**config.mk**
```make
export PLATFORM = sky130hd
export DESIGN_NAME = ne_coeff_arbiter
export DESIGN_NICKNAME = d
export VERILOG_FILES = /design/src/rtl/ne_coeff_arbiter.sv
export SDC_FILE = /design/constraint.sdc
export NUM_CORES = 1
export LEC_CHECK = 0
export ABC_AREA = 0
export CORE_AREA = 2 2 482 484
export CTS_BUF_LIST = sky130_fd_sc_hd__clkbuf_16
export DETAILED_ROUTE_END_ITERATION = 8
export DIE_AREA = 0 0 484 486
export SYNTH_ARGS = -nofsm -noshare
export SYNTH_HDL_FRONTEND = slang
export SYNTH_SLANG_ARGS = --single-unit
```
**constraint.sdc**
```tcl
create_clock -name clk -period 2.9 [get_ports clk]
set_input_delay 0.58 -clock clk [delete_from_list [all_inputs] [get_ports clk]]
set_output_delay 0.58 -clock clk [all_outputs]
set_load 0.01 [all_outputs]
```
**src/rtl/ne_coeff_arbiter.sv**
```systemverilog
// ne_coeff_arbiter: round-robin arbiter sharing one coefficient SRAM port among NREQ requesters.
// Optional macro NE_ARB_RD_PRIO_EN: reads beat writes, with a STARVE_MAX write-wait guard.
module ne_coeff_arbiter #(
  parameter int NREQ       = 4,
  parameter int ADDR_W     = 9,
  parameter int WDATA_W    = 32,
  parameter int LINE_W     = 512,
  parameter int RD_LAT     = 1,
  parameter int STARVE_MAX = 8
) (
  input  logic                    clk,
  input  logic                    rst,
  input  logic [NREQ-1:0]         req,
  input  logic [NREQ-1:0]         we,
  input  logic [NREQ*ADDR_W-1:0]  addr,
  input  logic [NREQ*WDATA_W-1:0] wdata,
  output logic [NREQ-1:0]         gnt,
  output logic [NREQ-1:0]         rvalid,
  output logic [LINE_W-1:0]       rdata,
  input  logic [LINE_W-1:0]       coeff_buf_dout,
  output logic [ADDR_W-1:0]       coeff_buf_addr,
  output logic [WDATA_W-1:0]      coeff_buf_din,
  output logic                    coeff_buf_en,
  output logic                    coeff_buf_we
);

  localparam int IDX_W = $clog2(NREQ);

  if (NREQ < 2 || NREQ > 8 || RD_LAT < 1 || RD_LAT > 4 || STARVE_MAX < 1) begin : g_param_check
    $error("ne_coeff_arbiter: parameter out of range");
  end

  // Handshake: a port holds req (with we/addr/wdata) until it sees gnt. In the
  // gnt cycle the port is ineligible, so it may already present its next access.
  logic [NREQ-1:0]    r_gnt;
  logic               r_en;
  logic               r_we;
  logic [ADDR_W-1:0]  r_addr;
  logic [WDATA_W-1:0] r_din;
  logic [IDX_W-1:0]   r_rr_ptr;
  logic [IDX_W-1:0]   r_gnt_idx;
  logic               r_tag_v  [RD_LAT];
  logic [IDX_W-1:0]   r_tag_id [RD_LAT];

  logic [NREQ-1:0]    w_elig;
  logic [IDX_W:0]     w_pick;
  logic               w_pick_vld;
  logic [IDX_W-1:0]   w_pick_idx;
  logic               w_sel_we;
  logic [ADDR_W-1:0]  w_sel_addr;
  logic [WDATA_W-1:0] w_sel_din;

  // Returns {found, index}; walks downward so the closest-to-ptr hit wins.
  function automatic logic [IDX_W:0] rr_pick(input logic [NREQ-1:0] mask,
                                             input logic [IDX_W-1:0] ptr);
    logic [IDX_W:0]   res;
    logic [IDX_W:0]   sum;
    logic [IDX_W-1:0] idx;
    res = '0;
    for (int i = NREQ - 1; i >= 0; i--) begin
      sum = {1'b0, ptr} + (IDX_W+1)'(i);
      if (sum >= (IDX_W+1)'(NREQ)) sum = sum - (IDX_W+1)'(NREQ);
      idx = sum[IDX_W-1:0];
      if (mask[idx]) res = {1'b1, idx};
    end
    return res;
  endfunction

  assign w_elig = req & ~r_gnt;

`ifdef NE_ARB_RD_PRIO_EN
  localparam int CNT_W = $clog2(STARVE_MAX + 1);

  logic [CNT_W-1:0] r_wait_cnt;
  logic [NREQ-1:0]  w_rd_mask;
  logic [NREQ-1:0]  w_wr_mask;
  logic [IDX_W:0]   w_rd_pick;
  logic [IDX_W:0]   w_wr_pick;
  logic             w_starved;

  assign w_rd_mask = w_elig & ~we;
  assign w_wr_mask = w_elig & we;
  assign w_rd_pick = rr_pick(w_rd_mask, r_rr_ptr);
  assign w_wr_pick = rr_pick(w_wr_mask, r_rr_ptr);
  assign w_starved = (r_wait_cnt == CNT_W'(STARVE_MAX));

  always_comb begin
    w_pick = w_wr_pick;
    if (!(w_starved && w_wr_pick[IDX_W]) && w_rd_pick[IDX_W]) w_pick = w_rd_pick;
  end

  // Saturating count of cycles a write was eligible but lost to a read.
  always_ff @(posedge clk or negedge rst) begin
    if (!rst) begin
      r_wait_cnt <= '0;
    end else if (w_pick_vld && w_sel_we) begin
      r_wait_cnt <= '0;
    end else if (|w_wr_mask && !w_starved) begin
      r_wait_cnt <= r_wait_cnt + CNT_W'(1);
    end
  end
`else
  assign w_pick = rr_pick(w_elig, r_rr_ptr);
`endif

  assign w_pick_vld = w_pick[IDX_W];
  assign w_pick_idx = w_pick[IDX_W-1:0];

  always_comb begin
    w_sel_we   = 1'b0;
    w_sel_addr = '0;
    w_sel_din  = '0;
    for (int i = 0; i < NREQ; i++) begin
      if (w_pick_idx == IDX_W'(i)) begin
        w_sel_we   = we[i];
        w_sel_addr = addr[i*ADDR_W +: ADDR_W];
        w_sel_din  = wdata[i*WDATA_W +: WDATA_W];
      end
    end
  end

  always_ff @(posedge clk or negedge rst) begin
    if (!rst) begin
      r_gnt     <= '0;
      r_en      <= 1'b0;
      r_we      <= 1'b0;
      r_addr    <= '0;
      r_din     <= '0;
      r_rr_ptr  <= '0;
      r_gnt_idx <= '0;
      for (int k = 0; k < RD_LAT; k++) begin
        r_tag_v[k]  <= 1'b0;
        r_tag_id[k] <= '0;
      end
    end else begin
      r_en  <= w_pick_vld;
      r_we  <= w_pick_vld & w_sel_we;
      r_gnt <= w_pick_vld ? (NREQ'(1) << w_pick_idx) : '0;
      if (w_pick_vld) begin
        r_addr    <= w_sel_addr;
        r_din     <= w_sel_din;
        r_gnt_idx <= w_pick_idx;
        r_rr_ptr  <= (w_pick_idx == IDX_W'(NREQ - 1)) ? '0 : w_pick_idx + IDX_W'(1);
      end
      // Stage 0 tags the read on the SRAM port this cycle; the last stage lines up with dout.
      r_tag_v[0]  <= r_en & ~r_we;
      r_tag_id[0] <= r_gnt_idx;
      for (int k = 1; k < RD_LAT; k++) begin
        r_tag_v[k]  <= r_tag_v[k-1];
        r_tag_id[k] <= r_tag_id[k-1];
      end
    end
  end

  always_comb begin
    rvalid = '0;
    if (r_tag_v[RD_LAT-1]) rvalid = NREQ'(1) << r_tag_id[RD_LAT-1];
  end

  assign gnt            = r_gnt;
  assign rdata          = coeff_buf_dout;
  assign coeff_buf_en   = r_en;
  assign coeff_buf_we   = r_we;
  assign coeff_buf_addr = r_addr;
  assign coeff_buf_din  = r_din;

endmodule

```
### Word level (Yosys, flattened, before mapping)

Index checks and enable logic that the tools add are counted.
Widths: inputs -> output; s select.

| storage, ports and cells | value |
|---|---|
| register bits | 54 |
| latch bits | 0 |
| memory bits (writable) | 0 |
| ROM bits | 0 |
| input port bits | 686 |
| output and inout bits | 563 |
| logic and storage cells | 67 |
| memories | 0 |

| operators by class | value |
|---|---|
| $add $sub $neg | 8 |
| multiply operators | 0 |
| divide/modulo/power cells | 0 |
| order comparisons | 8 |
| equality and inequality tests | 3 |
| shift operators | 2 |
| mux-type cells | 31 |
| bitwise gates (word level) | 5 |
| reduce and logical (&&, ||, !) cells | 1 |

Operators with widths:

| kind | number |
|---|---|
| $mux 32 | 4 |
| $mux 9 | 4 |
| $lt 2x3->1 const B | 4 |
| $mux 3 | 4 |
| $mux 2 | 5 |
| $ge 3x3->1 const B | 3 |
| $bmux 1 s2 | 4 |
| $mux 1 | 8 |
| $mux 4 | 2 |
| $shl 1x2->4 const A | 2 |
| $sub 2x1->2 const B | 4 |
| $add 2x2->3 const B | 2 |
| $and 4x4->4 | 1 |
| $eq 2x2->1 const B | 2 |
| $not 4->4 | 1 |
| $add 2x1->3 const B | 1 |
| $ge 2x3->1 const B | 1 |
| $add 2x1->2 const B | 1 |
| $and 1x1->1 | 2 |
| $eq 2x1->1 const B | 1 |
| $logic_not 2->1 | 1 |
| $not 1->1 | 1 |

### Longest topological paths before layout

| depth | value |
|---|---|
| word-level depth | 15 |
| gate-level depth with buffers | 10 |
| mapped depth without buffers | 7 |

### Worst setup path before layout

OpenSTA, ideal clock, no wires.

| path | value |
|---|---|
| path kind | input -> register |
| start | input port req[3] |
| end | register r_addr[0] (netlist: coeff_buf_addr[0]) |
| setup time | 0.073 ns |
| data arrival time | 2.438 ns |
| required time | 2.827 ns |
| path slack | 0.389 ns |
| cell stages on the path | 9 |
| buffers on the path | 3 |
| cells stage by stage | nand2b_1 buf_2 or4b_4 and3_1 ha_1 buf_2 clkbuf_1 a221o_1 a2bb2oi_2 |

| between the ends | value |
|---|---|
| longest elaborated chain between the ends | 12 |
| elaborated cells on any way between the ends | 21 |
| those cells by class | eq/ne (3); mux (16); bitwise (1); reduce/logical (1) |

Ends and longest elaborated chain:

| element | line | text |
|---|---|---|
| start, declared | 13 | `input logic [NREQ-1:0] req,` |
| $and 4x4->4 * | 69 | `assign w_elig = req & ~r_gnt;` |
| $bmux 1 s2 | 64 | `if (mask[idx]) res = {1'b1, idx};` |
| $mux 1 (not written as such) | 64 |  |
| $mux 3 (3 in series) | 64 |  |
| $mux 3 * | 64 |  |
| net w_pick[1] | 46 | `logic [IDX_W:0] w_pick;` |
| $logic_not 2->1 | 114 | `if (w_pick_idx == IDX_W'(i)) begin` |
| $mux 9 (3 in series) | 114 |  |
| $mux 9 * | 114 |  |
| end signal, assigned | 140 | `r_addr <= w_sel_addr;` |
| end, declared | 38 | `logic [ADDR_W-1:0] r_addr;` |

Mark *: on every way through the listed nets, which the timed path passes. The rest lies on a longest branch. The select of a mux whose other input is x is not followed.
A chain may end at the register's enable or synchronous reset.

### Worst setup path in the final report

| path | value |
|---|---|
| start | register r_gnt[0] (netlist: gnt[0]) |
| end | register r_din[29] (netlist: coeff_buf_din[29]) |

| between the ends | value |
|---|---|
| longest elaborated chain between the ends | 13 |
| elaborated cells on any way between the ends | 22 |
| those cells by class | eq/ne (3); mux (16); bitwise (2); reduce/logical (1) |

Ends and longest elaborated chain:

| element | line | text |
|---|---|---|
| start, declared | 35 | `logic [NREQ-1:0] r_gnt;` |
| start signal, assigned | 138 | `r_gnt <= w_pick_vld ? (NREQ'(1) << w_pick_idx) : '0;` |
| $not 4->4 * | 69 |  |
| $and 4x4->4 * | 69 |  |
| $bmux 1 s2 | 64 |  |
| $mux 1 (not written as such) | 64 |  |
| $mux 3 (3 in series) | 64 |  |
| $mux 3 * | 64 |  |
| $logic_not 2->1 | 114 |  |
| $mux 32 (4 in series) | 114 |  |
| end signal, assigned | 141 | `r_din <= w_sel_din;` |
| end, declared | 39 | `logic [WDATA_W-1:0] r_din;` |

Mark *: on every way between the ends. The rest lies on a longest branch, timed or not. The select of a mux whose other input is x is not followed.

==> run_results.csv <==
group,metric,value,unit
finish,finalNonFillerCells,3726,
min_path,holdCritPathClass,"input port to asynchronous set/reset pin",
synthesis,ys_warn_count,0,
power_and_ir_drop,irDropWorstVdd,0.000387,V
finish,fill_cells,27200,
synthesis,synth_edf_count,0,
setup_path,worstPathArrival,3.15,ns
drt,num_vias,6284,
status,status,"completed",
global_route,grt_remaining_overflow,0,
global_route,grt_use_met3,18.3,%
setup_path,cp.required,3.18,ns
finish,layout_commonest_cell,"clkdlybuf4s50_1",
sta,holdWs,0.289,ns
floorplan,io_pins,1249,
finish,regArea,0.00135,mm2
finish,drive_gt1_share,13.6,%
global_route,grt_pass1_wl,148,mm
job,drv_cap,0,
finish,final_area,0.0107,mm2
setup_path,path_class,"flip-flop to flip-flop",
global_route,antenna_found_initial,79,
sta,rsz0062_at_grt,"false",
sta,fin_crit_sh,99.1,%
placement,place.gp.congestion,0.870,
clocking,cts_root_buf,"clkbuf_16",
drt,first_pass_iters,6,
floorplan,fp.dieArea,0.235,mm2
finish,layout.nets,1360,
clocking,h-tree-depth,2,
synthesis,synth_nets,1646,
global_route,grt_max_degree,43,
floorplan,die_h,486,um
drt,avgRoutedWirePerCell,35.8,um
sta,skew,0.0218,ns
drt,drt-initial-drc-count,483,
synthesis,syn_area,0.00793,mm2
clocking,clk_latency,0.35,ns
synthesis,ys_seq_elements,54,
synthesis,avgSynthCellArea,8.30,um2
global_route,gr-max-usage-layer,"met3",
placement,dpl.hpwl,124,mm
finish,fin_util,4.67,%
setup_path,crit_path_max_fanout,28,
power_and_ir_drop,power_leakage,2.87,nW
global_route,use_met1,3.79,%
sta,max_freq,0.348,GHz
placement,dp_slack,-0.498,ns
floorplan,core-area,0.229,mm2
clocking,cts_buffer_depth,2,
floorplan,num_rows,176,
global_route,grt_usage,10.9,%
sta,finalHoldViolCount,0,
placement,io_buffers,224,
global_route,grt_pass1_vias,6019,
drt,drc,0,
clocking,cts_tree,"yes",
sta,slew_headroom,47.4,%
global_route,globalRouteMet2Util,16.7,%
setup_path,worst_setup_path_start_kind,"flip-flop",
sta,finalCriticalPeriod,2.87,ns
synthesis,ys_async_sr_fraction,100,%
synthesis,synth_seq_area_share,17.0,%
floorplan,initial_core_util,3.46,%
finish,area_growth,35.1,%
power_and_ir_drop,power_density,815,mW/mm2
synthesis,synthCells,956,
synthesis,synthFlopType,"dfrtp_1",
placement,place_area,0.0104,mm2
finish,multiInputGateArea,0.00239,mm2
sta,slew_violations,0,
finish,final_cell_mix,"clkdlybuf4s50_1, dfrtp_1, inv_1, and2_1, buf_4",
drt,avgViaCountPerCell,1.69,
floorplan,die_x,484,um
sta,tightest_slew,0.788,ns
drt,finalWirelength,133,mm
sta,worst_slack,0.0271,ns
setup_path,worst_setup_path_end_kind,"flip-flop",
sta,setup_viol,0,
placement,placedCellCount,3689,
clocking,cts.clk_slew.worst_paths,0.11,ns
clocking,cts.sinks,54,
synthesis,ys_types,35,
drt,detail-route-antenna-nets,0,
clocking,cts_buffers,5,
-- sequential cells by signal (all words and copies together) (netlist names) --
signal          cells
coeff_buf_din      32
coeff_buf_addr      9
gnt                 4
r_gnt_idx           2
r_rr_ptr            2
r_tag_id            2
coeff_buf_en        1
coeff_buf_we        1
r_tag_v             1
-- routing by layer --
metal / up-vias / routed length, um / part of all wire, %
li1: 2196 / - / -
met3: 434 / 48400 / 36
met4: 56 / 9850 / 7.4
met1: 2583 / 15800 / 12
met5: - / 378 / 0.28
met2: 1015 / 58800 / 44
-- final timing paths --
check / startpoint / to / slack [ns] / cells after the start
hold reg to reg: coeff_buf_en$_DFF_PN0_ / r_tag_v$_DFF_PN0_ / 0.51 / 1
setup reg to reg: gnt[0]$_DFF_PN0_ / coeff_buf_din[29]$_DFFE_PN0N_ / 0.03 / 9
max in group asynchronous: rst / coeff_buf_addr[3]$_DFFE_PN0N_ / 2.11 / 2
setup / recovery: gnt[0]$_DFF_PN0_ / coeff_buf_din[29]$_DFFE_PN0N_ / 0.03 / 9
min in group clk: coeff_buf_en$_DFF_PN0_ / r_tag_v$_DFF_PN0_ / 0.51 / 1
hold / removal: rst / coeff_buf_din[0]$_DFFE_PN0N_ / 0.29 / 2
-- worst max-delay path, cell delays in order (launching register included) --
cell and delay [ns]:
dfrtp_1 0.59, nand2b_4 0.24, or4b_4 0.50, nand3_1 0.14
buf_4 0.14, ha_4 0.19, buf_12 0.20, nand3b_1 0.23
a221o_1 0.36, a2bb2oi_2 0.14
-- cell type report --
type,instances,area share [%]
Inverter,46,1.62
Clock inverter,3,0.444
Clock buffer,5,1.17
Sequential cell,54,12.6
Tap cell,3026,35.3
Multi-Input combinational cell,287,22.3
Antenna cell,29,0.677
Timing Repair Buffer,276,25.9
-- what timing repair did --
action                     4_1_cts  5_1_grt
hold buffers                     0        0
setup endpoints to repair       25       13
buffers inserted                 0        0
resized for setup                3        4
pin swaps                        0        1
-- Yosys cell counts (2+ instances only) --
cell	n	area [um2]
nand2_1	2	7.51
nor2b_1	2	12.5
dfrtp_1	54	1350
a32o_1	2	20.0
inv_1	45	169
a221o_1	42	420
nand2b_1	3	18.8
a41oi_1	42	368
buf_4	515	3870
a2bb2oi_2	10	150
buf_1	2	7.51
buf_2	11	55.1
clkbuf_1	35	131
and2_1	45	282
a2bb2oi_1	31	272
and3_1	3	18.8
buf_6	5	56.3
nand3b_1	42	315
a21oi_1	43	215
ha_1	4	50.1
and3b_1	2	17.5
nand3_1	3	15.0
-- cell families (layout without fill, tap and decap cells) --
logic type	Yosys count	in the layout	share of synthesized area, %
buffers and inverters	615	330	54.1
muxes	1	1	0.189
AOI/OAI and AO/OA	173	173	18.5
other	0	29	0
adders and majority gates	4	4	0.631
DFF	54	54	17.0
and+or+nand+nor	109	109	9.48
-- per-stage QoR --
step / TNS (ns) / power [mW]
2_1_floorplan: 0 / 5.17
3_3_place_gp: -15.93 / 7.96
3_5_place_dp: -18.20 / 8.04
4_1_cts: 0 / 9.00
5_1_grt: 0 / 9.28
6_report: 0 / 8.73
-- where the power goes --
part	leakage, nW	switching, mW	total [mW]	internal, mW
combinational	2.13	3.23	6.25	3.02
clock	0.0846	0.455	0.873	0.419
sequential	0.652	0.449	1.61	1.16
(Power assumes the default switching activity.)
